===== src/rtl/ps2_key_events.sv =====
// rtl/ps2_key_events.sv - PS/2 keyboard front end: frame receiver, make/break decoder, held-key map, event FIFO.
// Optional E0-extended key support is enabled by defining PS2_EXTENDED_KEYS_EN.
module ps2_key_events #(
  parameter int FIFO_DEPTH     = 8,
  parameter int FILTER_LEN     = 8,
  parameter int TIMEOUT_CYCLES = 200000
) (
  input  logic       clk_100mhz,
  input  logic       rst,
  input  logic       ps2_clk,
  input  logic       ps2_data,
  output logic       ev_valid,
  input  logic       ev_ready,
  output logic       ev_press,
  output logic       ev_ext,
  output logic [7:0] ev_code,
  output logic [7:0] ev_ascii,
  output logic [7:0] held,
  output logic       frame_err,
  output logic       overflow
);

  localparam int AW = $clog2(FIFO_DEPTH);
  localparam int FW = $clog2(FILTER_LEN + 1);
  localparam int TW = $clog2(TIMEOUT_CYCLES + 1);

  function automatic logic [7:0] ascii_of(input logic ext, input logic [7:0] code);
    logic [7:0] a;
    a = 8'h00;
    if (!ext) begin
      case (code)
        8'h1C: a = 8'h61; 8'h32: a = 8'h62; 8'h21: a = 8'h63; 8'h23: a = 8'h64;
        8'h24: a = 8'h65; 8'h2B: a = 8'h66; 8'h34: a = 8'h67; 8'h33: a = 8'h68;
        8'h43: a = 8'h69; 8'h3B: a = 8'h6A; 8'h42: a = 8'h6B; 8'h4B: a = 8'h6C;
        8'h3A: a = 8'h6D; 8'h31: a = 8'h6E; 8'h44: a = 8'h6F; 8'h4D: a = 8'h70;
        8'h15: a = 8'h71; 8'h2D: a = 8'h72; 8'h1B: a = 8'h73; 8'h2C: a = 8'h74;
        8'h3C: a = 8'h75; 8'h2A: a = 8'h76; 8'h1D: a = 8'h77; 8'h22: a = 8'h78;
        8'h35: a = 8'h79; 8'h1A: a = 8'h7A;
        8'h45: a = 8'h30; 8'h16: a = 8'h31; 8'h1E: a = 8'h32; 8'h26: a = 8'h33;
        8'h25: a = 8'h34; 8'h2E: a = 8'h35; 8'h36: a = 8'h36; 8'h3D: a = 8'h37;
        8'h3E: a = 8'h38; 8'h46: a = 8'h39;
        8'h29: a = 8'h20; 8'h66: a = 8'h08; 8'h5A: a = 8'h0D;
        default: a = 8'h00;
      endcase
    end
`ifdef PS2_EXTENDED_KEYS_EN
    else begin
      case (code)
        8'h75: a = 8'h80; 8'h72: a = 8'h81; 8'h6B: a = 8'h82; 8'h74: a = 8'h83;
        default: a = 8'h00;
      endcase
    end
`endif
    return a;
  endfunction

  function automatic logic [7:0] key_mask(input logic ext, input logic [7:0] code);
    logic [7:0] m;
    m = 8'h00;
    case ({ext, code})
      9'h01D: m = 8'h01; 9'h01C: m = 8'h02; 9'h01B: m = 8'h04; 9'h023: m = 8'h08;
`ifdef PS2_EXTENDED_KEYS_EN
      9'h175: m = 8'h10; 9'h172: m = 8'h20; 9'h16B: m = 8'h40; 9'h174: m = 8'h80;
`endif
      default: m = 8'h00;
    endcase
    return m;
  endfunction

  // Pin synchronisers and ps2_clk glitch filter
  logic clk_s1, clk_s2, dat_s1, dat_s2;
  logic clk_filt, fall, fall_bit;
  logic [FW-1:0] filt_cnt;

  always_ff @(posedge clk_100mhz) begin
    if (rst) begin
      {clk_s1, clk_s2, dat_s1, dat_s2} <= 4'b1111;
      clk_filt <= 1'b1;
      filt_cnt <= '0;
      fall     <= 1'b0;
      fall_bit <= 1'b1;
    end else begin
      {clk_s2, clk_s1} <= {clk_s1, ps2_clk};
      {dat_s2, dat_s1} <= {dat_s1, ps2_data};
      fall <= 1'b0;
      if (clk_s2 == clk_filt) begin
        filt_cnt <= '0;
      end else if (filt_cnt == FW'(FILTER_LEN - 1)) begin
        clk_filt <= clk_s2;
        filt_cnt <= '0;
        fall     <= ~clk_s2;
        fall_bit <= dat_s2;
      end else begin
        filt_cnt <= filt_cnt + 1'b1;
      end
    end
  end

  // Frame receiver; shreg collects 8 data bits then parity, LSB first
  logic [3:0]    bit_cnt;
  logic [8:0]    shreg;
  logic [TW-1:0] idle_cnt;
  logic          byte_stb;
  logic [7:0]    rx_byte;

  always_ff @(posedge clk_100mhz) begin
    if (rst) begin
      bit_cnt   <= '0;
      shreg     <= '0;
      idle_cnt  <= '0;
      byte_stb  <= 1'b0;
      rx_byte   <= '0;
      frame_err <= 1'b0;
    end else begin
      byte_stb  <= 1'b0;
      frame_err <= 1'b0;
      if (fall) begin
        idle_cnt <= '0;
        if (bit_cnt == 4'd0) begin
          if (fall_bit) frame_err <= 1'b1;
          else          bit_cnt   <= 4'd1;
        end else if (bit_cnt == 4'd10) begin
          bit_cnt   <= '0;
          rx_byte   <= shreg[7:0];
          byte_stb  <= fall_bit & (^shreg);
          frame_err <= ~(fall_bit & (^shreg));
        end else begin
          shreg   <= {fall_bit, shreg[8:1]};
          bit_cnt <= bit_cnt + 4'd1;
        end
      end else if (bit_cnt != 4'd0) begin
        if (idle_cnt == TW'(TIMEOUT_CYCLES - 1)) begin
          bit_cnt  <= '0;
          idle_cnt <= '0;
        end else begin
          idle_cnt <= idle_cnt + 1'b1;
        end
      end
    end
  end

  // Scan-code decoder
`ifdef PS2_EXTENDED_KEYS_EN
  typedef enum logic [1:0] {S_IDLE, S_BREAK, S_EXT, S_EXT_BREAK} state_t;
`else
  typedef enum logic [1:0] {S_IDLE, S_BREAK} state_t;
`endif
  state_t state_q, state_d;
  logic   is_make, is_break, ext_c, emit_d, emit_q;
  logic   last_valid;
  logic [8:0]  last_key;
  logic [17:0] emit_entry;

  always_comb begin
    state_d  = state_q;
    is_make  = 1'b0;
    is_break = 1'b0;
    ext_c    = 1'b0;
    if (byte_stb) begin
      case (state_q)
        S_IDLE: begin
          if (rx_byte == 8'hF0) state_d = S_BREAK;
`ifdef PS2_EXTENDED_KEYS_EN
          else if (rx_byte == 8'hE0) state_d = S_EXT;
`else
          else if (rx_byte == 8'hE0) state_d = S_IDLE;
`endif
          else if (rx_byte inside {8'hFA, 8'hAA, 8'hEE, 8'hFE, 8'h00, 8'hFF}) state_d = S_IDLE;
          else is_make = 1'b1;
        end
        S_BREAK: begin
          is_break = 1'b1;
          state_d  = S_IDLE;
        end
`ifdef PS2_EXTENDED_KEYS_EN
        S_EXT: begin
          if (rx_byte == 8'hF0) begin
            state_d = S_EXT_BREAK;
          end else begin
            is_make = 1'b1;
            ext_c   = 1'b1;
            state_d = S_IDLE;
          end
        end
        S_EXT_BREAK: begin
          is_break = 1'b1;
          ext_c    = 1'b1;
          state_d  = S_IDLE;
        end
`endif
        default: state_d = S_IDLE;
      endcase
    end
    emit_d = is_break || (is_make && !(last_valid && last_key == {ext_c, rx_byte}));
  end

  always_ff @(posedge clk_100mhz) begin
    if (rst) begin
      state_q    <= S_IDLE;
      emit_q     <= 1'b0;
      emit_entry <= '0;
      last_valid <= 1'b0;
      last_key   <= '0;
      held       <= '0;
    end else begin
      state_q    <= state_d;
      emit_q     <= emit_d;
      emit_entry <= {ext_c, is_make, rx_byte, ascii_of(ext_c, rx_byte)};
      if (is_break) begin
        last_valid <= 1'b0;
        held       <= held & ~key_mask(ext_c, rx_byte);
      end else if (is_make) begin
        last_valid <= 1'b1;
        last_key   <= {ext_c, rx_byte};
        held       <= held | key_mask(ext_c, rx_byte);
      end
    end
  end

  // Event FIFO, first-word-fall-through; a pop frees a slot for a same-cycle push
  logic [17:0] mem [FIFO_DEPTH];
  logic [AW:0] wr_ptr, rd_ptr;
  logic        full, pop, wr_en;
  logic [17:0] head;

  assign full     = (wr_ptr[AW] != rd_ptr[AW]) && (wr_ptr[AW-1:0] == rd_ptr[AW-1:0]);
  assign ev_valid = (wr_ptr != rd_ptr);
  assign pop      = ev_valid && ev_ready;
  assign wr_en    = emit_q && (!full || pop);

  always_ff @(posedge clk_100mhz) begin
    if (wr_en) mem[wr_ptr[AW-1:0]] <= emit_entry;
  end

  always_ff @(posedge clk_100mhz) begin
    if (rst) begin
      wr_ptr   <= '0;
      rd_ptr   <= '0;
      overflow <= 1'b0;
    end else begin
      if (wr_en) wr_ptr <= wr_ptr + 1'b1;
      if (pop)   rd_ptr <= rd_ptr + 1'b1;
      if (emit_q && full && !pop) overflow <= 1'b1;
    end
  end

  assign head     = mem[rd_ptr[AW-1:0]];
  assign ev_ext   = ev_valid & head[17];
  assign ev_press = ev_valid & head[16];
  assign ev_code  = ev_valid ? head[15:8] : 8'h00;
  assign ev_ascii = ev_valid ? head[7:0]  : 8'h00;

endmodule


===== config.mk =====
export PLATFORM = sky130hd
export DESIGN_NAME = ps2_key_events
export DESIGN_NICKNAME = d
export VERILOG_FILES = /design/src/rtl/ps2_key_events.sv
export SDC_FILE = /design/constraint.sdc
export NUM_CORES = 1
export LEC_CHECK = 0
export ABC_AREA = 0
export CELL_PAD_IN_SITES_DETAIL_PLACEMENT = 0
export CELL_PAD_IN_SITES_GLOBAL_PLACEMENT = 2
export CORE_MARGIN = 2
export CORE_UTILIZATION = 43
export CTS_BUF_LIST = sky130_fd_sc_hd__clkbuf_16
export CTS_CLUSTER_SIZE = 28
export DETAILED_ROUTE_END_ITERATION = 8
export GPL_TIMING_DRIVEN = 0
export PLACE_DENSITY_LB_ADDON = 0.1
export RECOVER_POWER = 25
export SYNTH_ARGS = -nofsm -noshare
export SYNTH_HDL_FRONTEND = slang
export SYNTH_SLANG_ARGS = --single-unit

===== constraint.sdc =====
create_clock -name clk_100mhz -period 3.1 [get_ports clk_100mhz]
set_input_delay 0.31 -clock clk_100mhz [delete_from_list [all_inputs] [get_ports clk_100mhz]]
set_output_delay 0.31 -clock clk_100mhz [all_outputs]
set_load 0.03 [all_outputs]

==> impl_metrics.tcl <==
set metrics [dict create \
    pin_count 34 \
    start_kind "flip-flop" \
    overflow 0 \
    post-route-period-util_pct 94.03 \
    final_common_cell "edfxtp_1" \
    setup_viol 0 \
    max_slew_margin_pct 40.82 \
    ys.flop_type "edfxtp_1" \
    die_w_um 153.8 \
    placed_cells 1072 \
    io_buffers 27 \
    power_density_nw_per_um2 520.1 \
    peakVddDrop_uv 350.8 \
    finalWorstSetupSlack_ns 0.1851 \
    skew_ns 0.01119 \
    ctsRootBufferMaster "clkbuf_16" \
    num_vias 6044 \
    path_max_fanout 10 \
    cap_violations 0 \
    maxSlewViolCount 0 \
    netlist_instances 752 \
    clkTransAtPathRegs_ns 0.06 \
    syn_to_final_growth_pct 15.87 \
    critPathRequiredTime_ns 2.79 \
    mappedNetlistArea_um2 9649 \
    power.total_mw 5.815 \
    row_count 54 \
    diodes 0 \
    syn_avg_cell_area_um2 12.83 \
    dpl.hpwl_mm 14.95 \
    final_cells 1115 \
    synth_seq_cells 223 \
    final_area_um2 11180 \
    p_leak_nw 3.945 \
    hold_class "input pin to flip-flop" \
    design.core.area_um2 21960 \
    die_h_um 153.8 \
    drt_iter0_drc 321 \
    cts_max_path_buffers 3 \
    end_kind "output pin" \
    gp_congestion 0.8863 \
    track_usage_pct 18.06 \
    die-area_um2 23650 \
    nets 837 \
    yosysWarnings 0 \
    grt_pass1_wl_mm 33.82 \
    cts_resized 10 \
    synth_edf_count 128 \
    rsz0062_at_grt "false" \
    place_area_um2 10420 \
    avgRoutedWirePerCell_um 19.07 \
    dr.pass1.iters 5 \
    drc_errors 0 \
    holdBufCountCts 0 \
    ys_types 70 \
    htreeDepth 1 \
    cp.arrival_ns 2.60 \
    fin_tns_setup_ns 0 \
    path_class "flip-flop to output pin" \
    final_antenna_net_count 0 \
    fin_crit_ns 2.915 \
    layout_common_cells "edfxtp_1 (128), dfxtp_1 (94), nor2_1 (81)" \
    multi_input_comb_area_um2 3636 \
    insertion_delay_ns 0.51 \
    fillers 1908 \
    post_cts_buffers 0 \
    antenna_found_initial 0 \
    cts_buffers 25 \
    max_freq_mhz 343.1 \
    finalWirelength_mm 21.26 \
    worst_pin_slew_ns 0.8829 \
    post-place-ws_ns 0.09553 \
    regToRegSetupSlack_ns 0.36 \
    initial_core_util_pct 43.94 \
    drive_above_1_share_pct 16.89 \
    status "completed" \
    cts_tree "yes" \
    synth-seq-area-share_pct 59.54 \
    regArea_um2 5747 \
    grt_max_degree 14 \
    hold_viol_final 0 \
    viasPerCell 5.421 \
    async_flop_share_pct 0 \
    numClockSinks 223 \
    grt_pass1_vias 6093 \
]
per-stage QoR:
step	utilization [%]	hold slack (ns)
final	50.92	0.3664
after detailed placement	47.47	0.3947
after global placement	46.85	0.3942
after global routing	50.92	0.3759
after floorplan	-	0.3895
after CTS	50.91	0.3446
critical path, cell delays in order, from the launching register on:
cell and delay (ns):
dfxtp_1 0.33, buf_2 0.21, xnor2_1 0.15, and4_1 0.19, buf_2 0.24, buf_2 0.29, nor2_1 0.09, clkdlybuf4s50_1 0.60
final cells by class:
cell class	instances	area share (%)
multi-input combinational	467	32.52
tap	280	3.133
clock buffer	25	5.595
inverter	15	0.5036
sequential	223	51.40
timing repair buffer	35	3.391
clock inverter	20	1.041
buffer	50	2.417
report_power, final:
| group | switching (mW) | total, mW | internal [mW] |
|---|---|---|---|
| registers | 0.00115 | 3.10 | 3.10 |
| logic | 0.0384 | 0.0547 | 0.0162 |
| clock network | 1.12 | 2.66 | 1.54 |
| total | 1.16 | 5.81 | 4.66 |
cell families (layout without fill, tap and decap cells):
family	after synthesis	count (layout)	share of synthesized area (%)
other cells	1	6	0.03886
fa+ha+maj	15	15	1.945
simple gates	235	235	12.10
xor+xnor	42	42	3.955
flops	223	223	59.54
compound gates	95	95	6.925
buf+inv	67	145	3.242
mux	74	74	12.25
state kept, by name, indices dropped and copies added, names as in the netlist, 4 cells and up, named ones only:
| name | cells |
|---|---|
| mem | 128 |
| idle_cnt | 18 |
| emit_entry | 16 |
| shreg | 9 |
| last_key | 8 |
| rx_byte | 8 |
| bit_cnt | 4 |
| filt_cnt | 4 |
| rd_ptr | 4 |
| wr_ptr | 4 |
routing by layer:
layer,vias to the layer above,GRT usage [%],part of all wire [%]
met4,0,5.162,2.0
met5,-,0,0
li1,2882,-,-
met1,2961,24.69,46
met3,34,2.508,4.9
met2,167,30.33,47
synth_stat cells (3+ instances only):
cell type    n  share of area [%]
dfxtp_1     95                 20
nor2_1      86                3.3
ha_1        15                1.9
nand4_1     10               0.65
mux2i_1     33                3.4
xor2_1      23                2.1
xnor2_1     18                1.6
edfxtp_1   128                 40
nand3_1     11               0.57
o22ai_1      3               0.19
a22oi_1      3               0.23
a311oi_1     4               0.36
a211oi_1     7               0.54
o21ai_0     11               0.57
inv_1       14               0.54
clkbuf_1    21               0.82
a31o_2       3               0.27
mux2_4       8                1.2
a21oi_1     29                1.5
buf_4        7               0.54
nand2_1     46                1.8
a221oi_1     3               0.27
nor3_1      10               0.52
o211ai_1     7               0.54
buf_1        6               0.23
mux4_2      32                7.5
nand2b_1    14               0.91
and3_1       9               0.58
buf_2       16               0.83
nor2b_1     17                1.1
or2_2        9               0.58
nand3b_1     3               0.23
path summary, 6_finish.rpt:
check                               start          end  cells after the start
worst max register to register  wr_ptr[1]    mem[0][0]                      7
worst max-delay path            wr_ptr[1]  ev_ascii[4]                      7
worst min register to register     clk_s1       clk_s2                      1
worst min-delay path              ps2_clk       clk_s1                      2
(Power assumes the default switching activity.)
